**config.mk**
```make
export PLATFORM = sky130hd
export DESIGN_NAME = fifo_serializer
export DESIGN_NICKNAME = d
export VERILOG_FILES = /design/src/rtl/fifo_serializer.sv
export SDC_FILE = /design/constraint.sdc
export NUM_CORES = 1
export LEC_CHECK = 0
export ABC_AREA = 0
export CORE_AREA = 2 2 86 88
export DETAILED_ROUTE_END_ITERATION = 8
export DIE_AREA = 0 0 88 90
export PLACE_DENSITY = 0.7
export SYNTH_ARGS = -nofsm -noshare
export SYNTH_HDL_FRONTEND = slang
export SYNTH_SLANG_ARGS = --single-unit
```
**constraint.sdc**
```tcl
create_clock -name i_clk -period 2.3 [get_ports i_clk]
set_clock_uncertainty 0.15 [all_clocks]
set_input_delay 0.23 -clock i_clk [delete_from_list [all_inputs] [get_ports i_clk]]
set_output_delay 0.23 -clock i_clk [all_outputs]
set_load 0.01 [all_outputs]
```
**src/rtl/fifo_serializer.sv**
```systemverilog
`default_nettype none
// ============================================================================
//  Module   : fifo_serializer
//  Purpose  : Pulls words from an async_fifo read port and emits each one as
//             a framed serial packet: sync pattern, data MSB-first, optional
//             even-parity bit, then an idle-high gap.
//  Options  : define SER_PARITY_EN to insert the even-parity bit after data.
//  Revision : 1.0  initial release
// ============================================================================
module fifo_serializer #(
    parameter int          LOGIC_SIZE   = 32,
    parameter int          SYNC_BITS    = 8,
    parameter logic [15:0] SYNC_PATTERN = 16'h00D5,
    parameter int          GAP_BITS     = 2,
    parameter int          BIT_DIV      = 4
) (
    input  logic                  i_clk,
    input  logic                  i_rst_n,
    input  logic                  i_en,
    input  logic                  i_rempty,
    output logic                  o_rr,
    input  logic [LOGIC_SIZE-1:0] i_rdata,
    output logic                  o_tx,
    output logic                  o_tx_active,
    output logic                  o_busy,
    output logic [15:0]           o_word_cnt
);

    localparam int c_BCW = $clog2(LOGIC_SIZE + 1);
    localparam int c_DW  = (BIT_DIV > 1) ? $clog2(BIT_DIV) : 1;

    localparam logic [c_BCW-1:0] c_SYNC_LAST = c_BCW'(SYNC_BITS - 1);
    localparam logic [c_BCW-1:0] c_DATA_LAST = c_BCW'(LOGIC_SIZE - 1);
    localparam logic [c_BCW-1:0] c_GAP_LAST  = c_BCW'(GAP_BITS - 1);
    localparam logic [c_DW-1:0]  c_DIV_LAST  = c_DW'(BIT_DIV - 1);

    // Sync pattern left-justified so its first bit always sits at [15]
    localparam logic [15:0] c_SYNC_ALIGNED = SYNC_PATTERN << (16 - SYNC_BITS);

    typedef enum logic [2:0] {
        S_IDLE   = 3'd0,
        S_FETCH  = 3'd1,
        S_LOAD   = 3'd2,
        S_SYNC   = 3'd3,
        S_DATA   = 3'd4,
        S_GAP    = 3'd5
`ifdef SER_PARITY_EN
        , S_PARITY = 3'd6
`endif
    } state_t;

    state_t                  state_q;
    logic                    rr_q;
    logic                    tx_q;
    logic                    active_q;
    logic                    busy_q;
    logic [15:0]             word_cnt_q;
    logic [LOGIC_SIZE-1:0]   shift_q;
    logic [15:0]             sync_q;
    logic [c_BCW-1:0]        bit_q;
    logic [c_DW-1:0]         div_q;
`ifdef SER_PARITY_EN
    logic                    parity_q;
`endif

    logic [15:0]             word_cnt_d;
    logic [c_BCW-1:0]        bit_d;
    logic [c_DW-1:0]         div_d;
    logic                    div_last;

    assign word_cnt_d = word_cnt_q + 16'd1;
    assign bit_d      = bit_q + c_BCW'(1);
    assign div_d      = div_q + c_DW'(1);
    assign div_last   = (div_q == c_DIV_LAST);

    // Frame sequencer: every output is a register updated here
    always_ff @(posedge i_clk) begin
        if (!i_rst_n) begin
            state_q    <= S_IDLE;
            rr_q       <= 1'b0;
            tx_q       <= 1'b1;
            active_q   <= 1'b0;
            busy_q     <= 1'b0;
            word_cnt_q <= '0;
            shift_q    <= '0;
            sync_q     <= '0;
            bit_q      <= '0;
            div_q      <= '0;
`ifdef SER_PARITY_EN
            parity_q   <= 1'b0;
`endif
        end else begin
            rr_q <= 1'b0;
            // Divider free-runs in every bit-emitting state; wraps after BIT_DIV clocks
            div_q <= div_last ? '0 : div_d;

            case (state_q)
                S_IDLE: begin
                    tx_q     <= 1'b1;
                    active_q <= 1'b0;
                    div_q    <= '0;
                    if (i_en && !i_rempty) begin
                        state_q <= S_FETCH;
                        rr_q    <= 1'b1;
                        busy_q  <= 1'b1;
                    end
                end

                S_FETCH: begin
                    div_q   <= '0;
                    state_q <= S_LOAD;
                end

                // FIFO data is valid here, one clock after the request
                S_LOAD: begin
                    shift_q  <= i_rdata;
`ifdef SER_PARITY_EN
                    parity_q <= ^i_rdata;
`endif
                    sync_q   <= c_SYNC_ALIGNED << 1;
                    tx_q     <= c_SYNC_ALIGNED[15];
                    active_q <= 1'b1;
                    bit_q    <= '0;
                    div_q    <= '0;
                    state_q  <= S_SYNC;
                end

                S_SYNC: begin
                    if (div_last) begin
                        if (bit_q == c_SYNC_LAST) begin
                            bit_q   <= '0;
                            tx_q    <= shift_q[LOGIC_SIZE-1];
                            shift_q <= shift_q << 1;
                            state_q <= S_DATA;
                        end else begin
                            bit_q  <= bit_d;
                            tx_q   <= sync_q[15];
                            sync_q <= sync_q << 1;
                        end
                    end
                end

                S_DATA: begin
                    if (div_last) begin
                        if (bit_q == c_DATA_LAST) begin
                            bit_q      <= '0;
                            word_cnt_q <= word_cnt_d;
`ifdef SER_PARITY_EN
                            tx_q       <= parity_q;
                            state_q    <= S_PARITY;
`else
                            tx_q       <= 1'b1;
                            state_q    <= S_GAP;
`endif
                        end else begin
                            bit_q   <= bit_d;
                            tx_q    <= shift_q[LOGIC_SIZE-1];
                            shift_q <= shift_q << 1;
                        end
                    end
                end

`ifdef SER_PARITY_EN
                S_PARITY: begin
                    if (div_last) begin
                        bit_q   <= '0;
                        tx_q    <= 1'b1;
                        state_q <= S_GAP;
                    end
                end
`endif

                // Enable and empty are only re-examined at the very end of the gap
                S_GAP: begin
                    tx_q <= 1'b1;
                    if (div_last) begin
                        if (bit_q == c_GAP_LAST) begin
                            bit_q    <= '0;
                            active_q <= 1'b0;
                            if (i_en && !i_rempty) begin
                                state_q <= S_FETCH;
                                rr_q    <= 1'b1;
                            end else begin
                                state_q <= S_IDLE;
                                busy_q  <= 1'b0;
                            end
                        end else begin
                            bit_q <= bit_d;
                        end
                    end
                end

                default: begin
                    state_q  <= S_IDLE;
                    tx_q     <= 1'b1;
                    active_q <= 1'b0;
                    busy_q   <= 1'b0;
                end
            endcase
        end
    end

    assign o_rr        = rr_q;
    assign o_tx        = tx_q;
    assign o_tx_active = active_q;
    assign o_busy      = busy_q;
    assign o_word_cnt  = word_cnt_q;

endmodule
`default_nettype wire
```
==> results.md, run 1 <==
Clock tree:
- The number of levels in the clock H-tree is 3.
- Clock-pin slew was measured on the worst setup and hold paths at 0.08 ns.
- The total CTS buffers is 9.
- Counting every sink on the clock net gives 70.
- No sink is reached through more buffers than the 2 on the longest clock path.
- The clock latency at the later pin of the worst-skew pair is 0.34 ns.
- The tree is rooted in a clkbuf_8.
- TritonCTS built the clock tree.

Synthesis:
- The number of warnings printed during yosys synthesis is 0.
- The share of flip-flops with an asynchronous set or reset after synthesis is 0%.
- The most repeated cell in the gate-level netlist after synthesis is dfxtp_1.
- In this run, synthesis inferred 0 flip-flops with an integrated enable.
- The synthesized netlist devotes 1.46% of its cell area to adder and majority cells.
- Summing the areas of all compound-gate instances in the mapped netlist gives 19.4% of the synthesized area.
- The post-synthesis cell type count is 52.
- In this run, synthesis produced a sequential element count of 70.
- Of the total synthesized cell area, the portion taken by XOR and XNOR cells is 3.59%.
- The number of nets handed over by synthesis was 406.
- For this run, the register share of the synthesized area comes to 41.0%.
- The area fraction of the dominant cell type after synthesis is 41.0%.
- The netlist area before placement is 3420 um2.
- By count the netlist is led by 70 x dfxtp_1, 42 x nand2_1, 33 x mux2i_1.
- Multiplexer cells account for 9.67% of the synthesized area.
- Summed over all instances, the cell type with the most area after synthesis is dfxtp_1.
- In the synthesized netlist the dominant register cell turns out to be dfxtp_1.
- Of the total synthesized cell area, the portion taken by AND, OR, NAND and NOR gates is 20.5%.
- The synthesized area per cell is 9.34 um2.
- By area, the combinational part of the netlist is dominated by simple AND/OR/NAND/NOR gates.
- Synthesis handed over a netlist of 366 instances.
- Yosys attributes the largest share of cell area to dfxtp_1 41%, mux2i_1 9.7%, o211a_1 6.7%.

Worst setup path:
- STA classifies the critical path startpoint as a register.
- In this run the worst path has a maximum fanout of 17.
- The setup path with the least slack is of type reg2reg.
- The data arrival time of the critical path is 2.20 ns.
- STA classifies the critical path endpoint as a register.
- The worst path required time is 2.33 ns.

Timing:
- Counting I/O delays and the setup requirement, the final critical path takes 2.17 ns.
- The maximum frequency from static timing analysis is 461 MHz.
- Setup repair after global routing left no endpoint under its margin.
- The worst-case headroom to the max-slew limit is 49.3%.
- The final count of hold timing violations is 0.
- The total count of max-transition violations in the final report was 0.
- At the pin with the least slew margin, the transition time is 0.759 ns.
- The number of failing setup endpoints in the final timing report is 0.
- In the final timing run, aggregate negative setup slack is 0 ns.
- The final critical-path share of the clock period is 94.4%.

Global routing:
- In the global route stage, overall resource usage came out at 18.1%.
- After global routing the overflow that remains totals 0.
- The pin count of the biggest net entering global routing is 35.
- The via count of the first global-routing pass came to 2594.
- The first global-routing pass estimated 11700 um of wire.
- The initial antenna violation count came to 0.

Floorplan:
- 56 I/O pins were placed.
- The floorplan has 31 rows.
- The vertical extent of the die is 90 um.
- For this configuration, the core starts out at a cell density of 48.7%.
- The area of the die is 7920 um2.
- In this run the horizontal extent of the chip is 88 um.
- The floorplan step defined a core boundary enclosing 7020 um2.

Detailed routing:
- The number of remaining DRC errors is 0.
- The final routed wirelength across all metal layers is 6970 um.
- The first routing iteration left 83 violations.
- The number of optimization iterations in the first detailed-route pass is 4.
- The detailed router placed 2821 vias in this run.
- The per-cell via count in the routed design is 5.40.
- Once detail routing completed, the nets flagged for antenna violations numbered 0.
- The wire length per cell is 13.4 um.

Pwr:
- The maximum ir drop on the vdd rail is 0.000505 V.
- Of the total power, registers draw 42.4%.
- The final total power is 3760 uW.
- The total net switching power is 1100 uW.
- Per report_power, the clock group accounts for 30.4% of the total.
- The cell leakage power is 0.00200 uW.
- The internal power is 2660 uW.
- Net switching is 29.2% of the power.
- The ratio of total power to cell area is 861 nW/um2.
- Combinational logic burns 27.2% of the power.

Placed design:
- Routability-driven placement finished with a final weighted congestion of 0.853.
- Port buffering added 55 buffers.
- The wire-length estimate of the detail-placed layout is 4790 um.
- The placed instances occupy a cell area of 4100 um2.

Final layout:
- The multi-input combinational cells in the finished layout cover a total of 1880 um2.
- The final layout contains 458 nets.
- The number of inserted diodes is 0.
- Summing all non-filler instances in the final layout gives an area of 4360 um2.
- The area of all sequential standard cells is 1400 um2.
- The share of cells above drive strength 1 is 9.69%.
- The number of fill cells in the layout is 580.
- The synthesis-to-finish area growth is 27.6%.

Run status:
- The run finished with clean final reports.

Flow run:
- Across the run, the number of max-cap violations was 0.

Min path:
- The kind of path behind the tightest hold check is reg2reg.
## routing by layer
metal  routed length [um]  vias to the layer above  GRT usage [%]
met5                    0                        -              0
met4                   63                        0           5.13
li1                     -                     1426              -
met1                 3250                     1330           23.0
met2                 3310                       59           29.4
met3                  341                        6           5.42
## cells in the final DEF, fill, tap and decap left out, types with 3 or more instances in the layout
master,n
a211oi_1,10
a21boi_0,4
a21oi_1,6
a22oi_1,4
a31oi_1,4
and2_1,5
buf_12,3
buf_4,6
clkbuf_8,12
clkdlybuf4s50_1,55
dfxtp_1,70
ha_1,4
inv_1,10
mux2i_1,33
nand2_1,42
nand2b_1,6
nand3_1,11
nand4_1,4
nor2_1,27
nor2b_1,4
nor3_1,11
o211a_1,23
o211ai_1,3
o21ai_0,10
o221a_2,4
or3_1,3
xnor2_1,11
xor2_1,3
## flip-flops by register name, indices dropped and copies added, names as in the netlist
| name | flops |
|---|---|
| shift_q | 32 |
| state_q | 3 |
| o_word_cnt | 16 |
| o_rr | 1 |
| sync_q | 7 |
| o_tx_active | 1 |
| div_q | 2 |
| o_tx | 1 |
| o_busy | 1 |
| bit_q | 6 |
## final cells by class
cell class / instances / share of cell area, %
clock buffer: 13 / 3.87
clock inverter: 3 / 1.49
inverter: 10 / 0.861
multi-input combinational: 262 / 43.2
sequential: 70 / 32.1
tap: 99 / 2.84
timing repair buffer: 65 / 15.6
## critical path, cell delays in order (launching register included)
cell and delay [ns]:
dfxtp_1 0.35, ha_1 0.27, and3b_1 0.26, a311oi_2 0.37
o2bb2ai_4 0.21, buf_4 0.17, clkbuf_16 0.16, a211oi_1 0.08
## final timing paths
| check | startpoint | to | slack, ns | depth (start not counted) |
|---|---|---|---|---|
| worst max-delay path | bit_q[0] | shift_q[2] | 0.13 | 7 |
| worst min-delay path | div_q[0] | div_q[0] | 0.30 | 1 |
| worst max register to register | bit_q[0] | shift_q[2] | 0.13 | 7 |
| worst min register to register | div_q[0] | div_q[0] | 0.30 | 1 |
## cells by family (layout without fill, tap and decap cells)
family / Yosys count / count (layout)
muxes: 33 / 33
buffers and inverters: 34 / 91
DFF: 70 / 70
xor gates and xnor gates: 14 / 14
AOI/OAI and AO/OA: 81 / 81
and+or+nand+nor: 130 / 130
adders and majority gates: 4 / 4
## power groups by stage
stage	Sequential, uW	Clock (uW)	Combinational, uW
6_report	1590	1140	1020
3_5_place_dp	1620	0	981
5_1_grt	1620	1220	1130
2_1_floorplan	1560	0	738
4_1_cts	1590	1170	987
3_3_place_gp	1610	0	963
## per-stage QoR
step	utilization (%)	std cells	setup slack (ns)	hold slack (ns)
finish	62.1	522	0.129	0.297
global route	62.1	522	0.0259	0.294
CTS	61.7	520	0.0935	0.290
detailed placement	58.3	504	0.126	0.278
global placement	58.3	504	0.199	0.269
floorplan	-	366	0.246	0.223
## repair_timing
action,4_1_cts,5_1_grt
endpoints found under the setup margin,0,4
hold buffers,0,0
gates resized for setup,0,0
buffers inserted,0,1
(Power assumes the default switching activity.)
==> run 2: changes to the inputs <==
- ABC_CLOCK_PERIOD_IN_PS: not set -> 2300
- CORE_AREA: 2 2 86 88 -> 2 2 84 86
- DIE_AREA: 0 0 88 90 -> 0 0 86 88
- PLACE_DENSITY: 0.7 -> 0.73
==> run 2 against run 1 <==
Against the previous run:
- register-to-register slack got worse by 0.04 ns
- core utilization up 2.7 points
- highest routed layer unchanged
- via count is 0.28% lower
- cell count decreased by 3.6%
- count of clock-buffer cells in the layout fell by 3
==> results.md, run 2 (same netlist as run 1, synthesis figures left out) <==
Final layout:
- The final layout contains 458 nets.
- The footprint of the multi-input gates is 1900 um2.
- The register name with the most flops is shift_q.
- The number of antenna diodes in the final layout is 0.
- The number of fill cells in the layout is 562.
- The share of cells above drive strength 1 is 9.93%.
- The commonest non-fill, non-tap cell in the layout is dfxtp_1.
- The area of all sequential standard cells is 1400 um2.
- In the layout the commonest cells are 70 x dfxtp_1, 55 x clkdlybuf4s50_1, 42 x nand2_1.
- The synthesis-to-finish area growth is 26.0%.
- The finished layout holds 503 standard cells, fillers aside.
- The register with the most flip-flops in the layout has 32 of them.

Floorplan:
- Once the floorplan was initialized, standard cells occupied 51.4% of the core.
- The top-level port count is 56.
- The region available for standard cell placement spans 6640 um2.
- The area of the die is 7570 um2.
- In this run the horizontal extent of the chip is 86 um.
- The vertical extent of the die is 88 um.
- The floorplan row count is 30.

Timing:
- The transition time of the tightest slew-check pin is 0.725 ns.
- The worst-case headroom to the max-slew limit is 51.6%.
- The maximum frequency from static timing analysis is 453 MHz.
- The total count of max-transition violations in the final report came to 0.
- The final critical-path share of the clock period is 95.9%.
- The number of failing setup endpoints in the final timing report is 0.
- The final count of hold timing violations is 0.
- The final period demand of the worst path is 2.21 ns.

Clock tree:
- For this design, the CTS-stage hold fixing added 0 buffers.
- In this run the clock root is driven by a clkbuf_8.
- The clock latency at the later pin of the worst-skew pair is 0.34 ns.
- The post-cts sizing count is 0.
- TritonCTS built the clock tree.
- The total CTS buffers is 9.
- Counting along the longest clock path gives a buffer depth of 2.
- Buffers added to address setup during post-CTS repair amount to 0.
- After clock tree synthesis, the clock-pin slew on the worst setup and hold paths is 0.08 ns.
- The number of clock sinks seen by CTS is 70.
- The number of levels in the clock H-tree is 3.

Global routing:
- In the global route stage, overall resource usage came out at 19.6%.
- The wire length of the first global-routing pass is 11900 um.
- The initial antenna violation count is 0.
- Summed over all layers, the global routing overflow is 0.
- Entering global routing, the biggest net connects 50 pins.
- The via count of the first global-routing pass came to 2611.

Flow run:
- The tool flagged a number of max-cap violations equal to 0.

Worst setup path:
- The cell with the biggest individual delay on the critical path is or4_4.
- The worst setup path is captured at a register.
- The class of the most critical setup path is reg2reg.
- The category of the worst setup path launch point is a register.
- The signal on the critical path passes through ha_1, nand3b_4, or4_4, or3_1, a21oi_1.
- The worst stage delay on the critical path is 0.61 ns.
- In this run the worst path has a maximum fanout of 7.
- The data arrival time of the critical path is 2.31 ns.
- The worst path required time is 2.41 ns.

Pwr:
- The final total power is 3610 uW.
- Across the VDD grid, the largest voltage drop is 0.000508 V.
- The ratio of total power to cell area is 837 nW/um2.
- The analysis attributes to cell leakage a power of 0.00198 uW.

Run status:
- The run finished with clean final reports.

Placed design:
- Routability-driven placement finished with a final weighted congestion of 0.840.
- The number of buffers inserted by port buffering is 55.
- In this run, placement finished with an instance count of 486.
- The post-DP HPWL is 4780 um.

Detailed routing:
- The routed design has 7070 um of wire.
- The number of optimization iterations in the first detailed-route pass is 6.
- The per-cell via count in the routed design is 5.59.
- The wire length per cell is 14.1 um.
- The detailed router finished its first iteration with 111 violations.
- For this block, the via count after detailed routing is 2813.
- In the routed design, unresolved DRC markers number 0.
- The number of nets with antenna violations after routing is 0.

Min path:
- The path class of the tightest hold or removal check is reg2reg.
## run 2: stage by stage
stage | worst slack (ns) | TNS (ns) | instance area [um2] | hold slack (ns) | util, %
after floorplan | 0.246 | 0 | 3420 | 0.223 | -
after global routing | -0.00586 | -0.00586 | 4310 | 0.315 | 64.8
after CTS | 0.0797 | 0 | 4270 | 0.290 | 64.2
after global placement | 0.183 | 0 | 4070 | 0.267 | 61.2
after detailed placement | 0.101 | 0 | 4070 | 0.280 | 61.2
final | 0.0942 | 0 | 4310 | 0.290 | 64.8
## run 2: final cells by class
type                       count  share of cell area (%)
multi-input combinational    262                    44.0
sequential                    70                    32.5
timing repair buffer          65                    15.6
clock buffer                  10                    3.20
tap                           80                    2.32
clock inverter                 6                    1.42
inverter                      10                   0.872
## run 2: critical path, delay by kind of cell (launching register included)
| family | cells | cell delay (ns) |
|---|---|---|
| compound gates | 1 | 0.16 |
| fa+ha+maj | 1 | 0.30 |
| simple gates | 3 | 1.11 |
| flops | 1 | 0.41 |
## run 2: per-layer routing
metal,wire (um),track usage (%),share of wire (%),vias up
li1,-,-,-,1429
met1,3230,24.0,46,1324
met2,3450,32.6,49,53
met3,314,6.03,4.4,7
met4,80,7.22,1.1,0
met5,0,0,0,-
## run 2: power by group
part           internal, uW  switching, uW
clock network           526            474
logic                   508            493
registers              1440            168
## run 2: worst paths after layout
check / startpoint / end / slack [ns] / cells past startpoint
setup / recovery: bit_q[0] / o_word_cnt[5] / 0.09 / 5
hold / removal: div_q[0] / div_q[0] / 0.29 / 1
setup reg to reg: bit_q[0] / o_word_cnt[5] / 0.09 / 5
hold reg to reg: div_q[0] / div_q[0] / 0.29 / 1
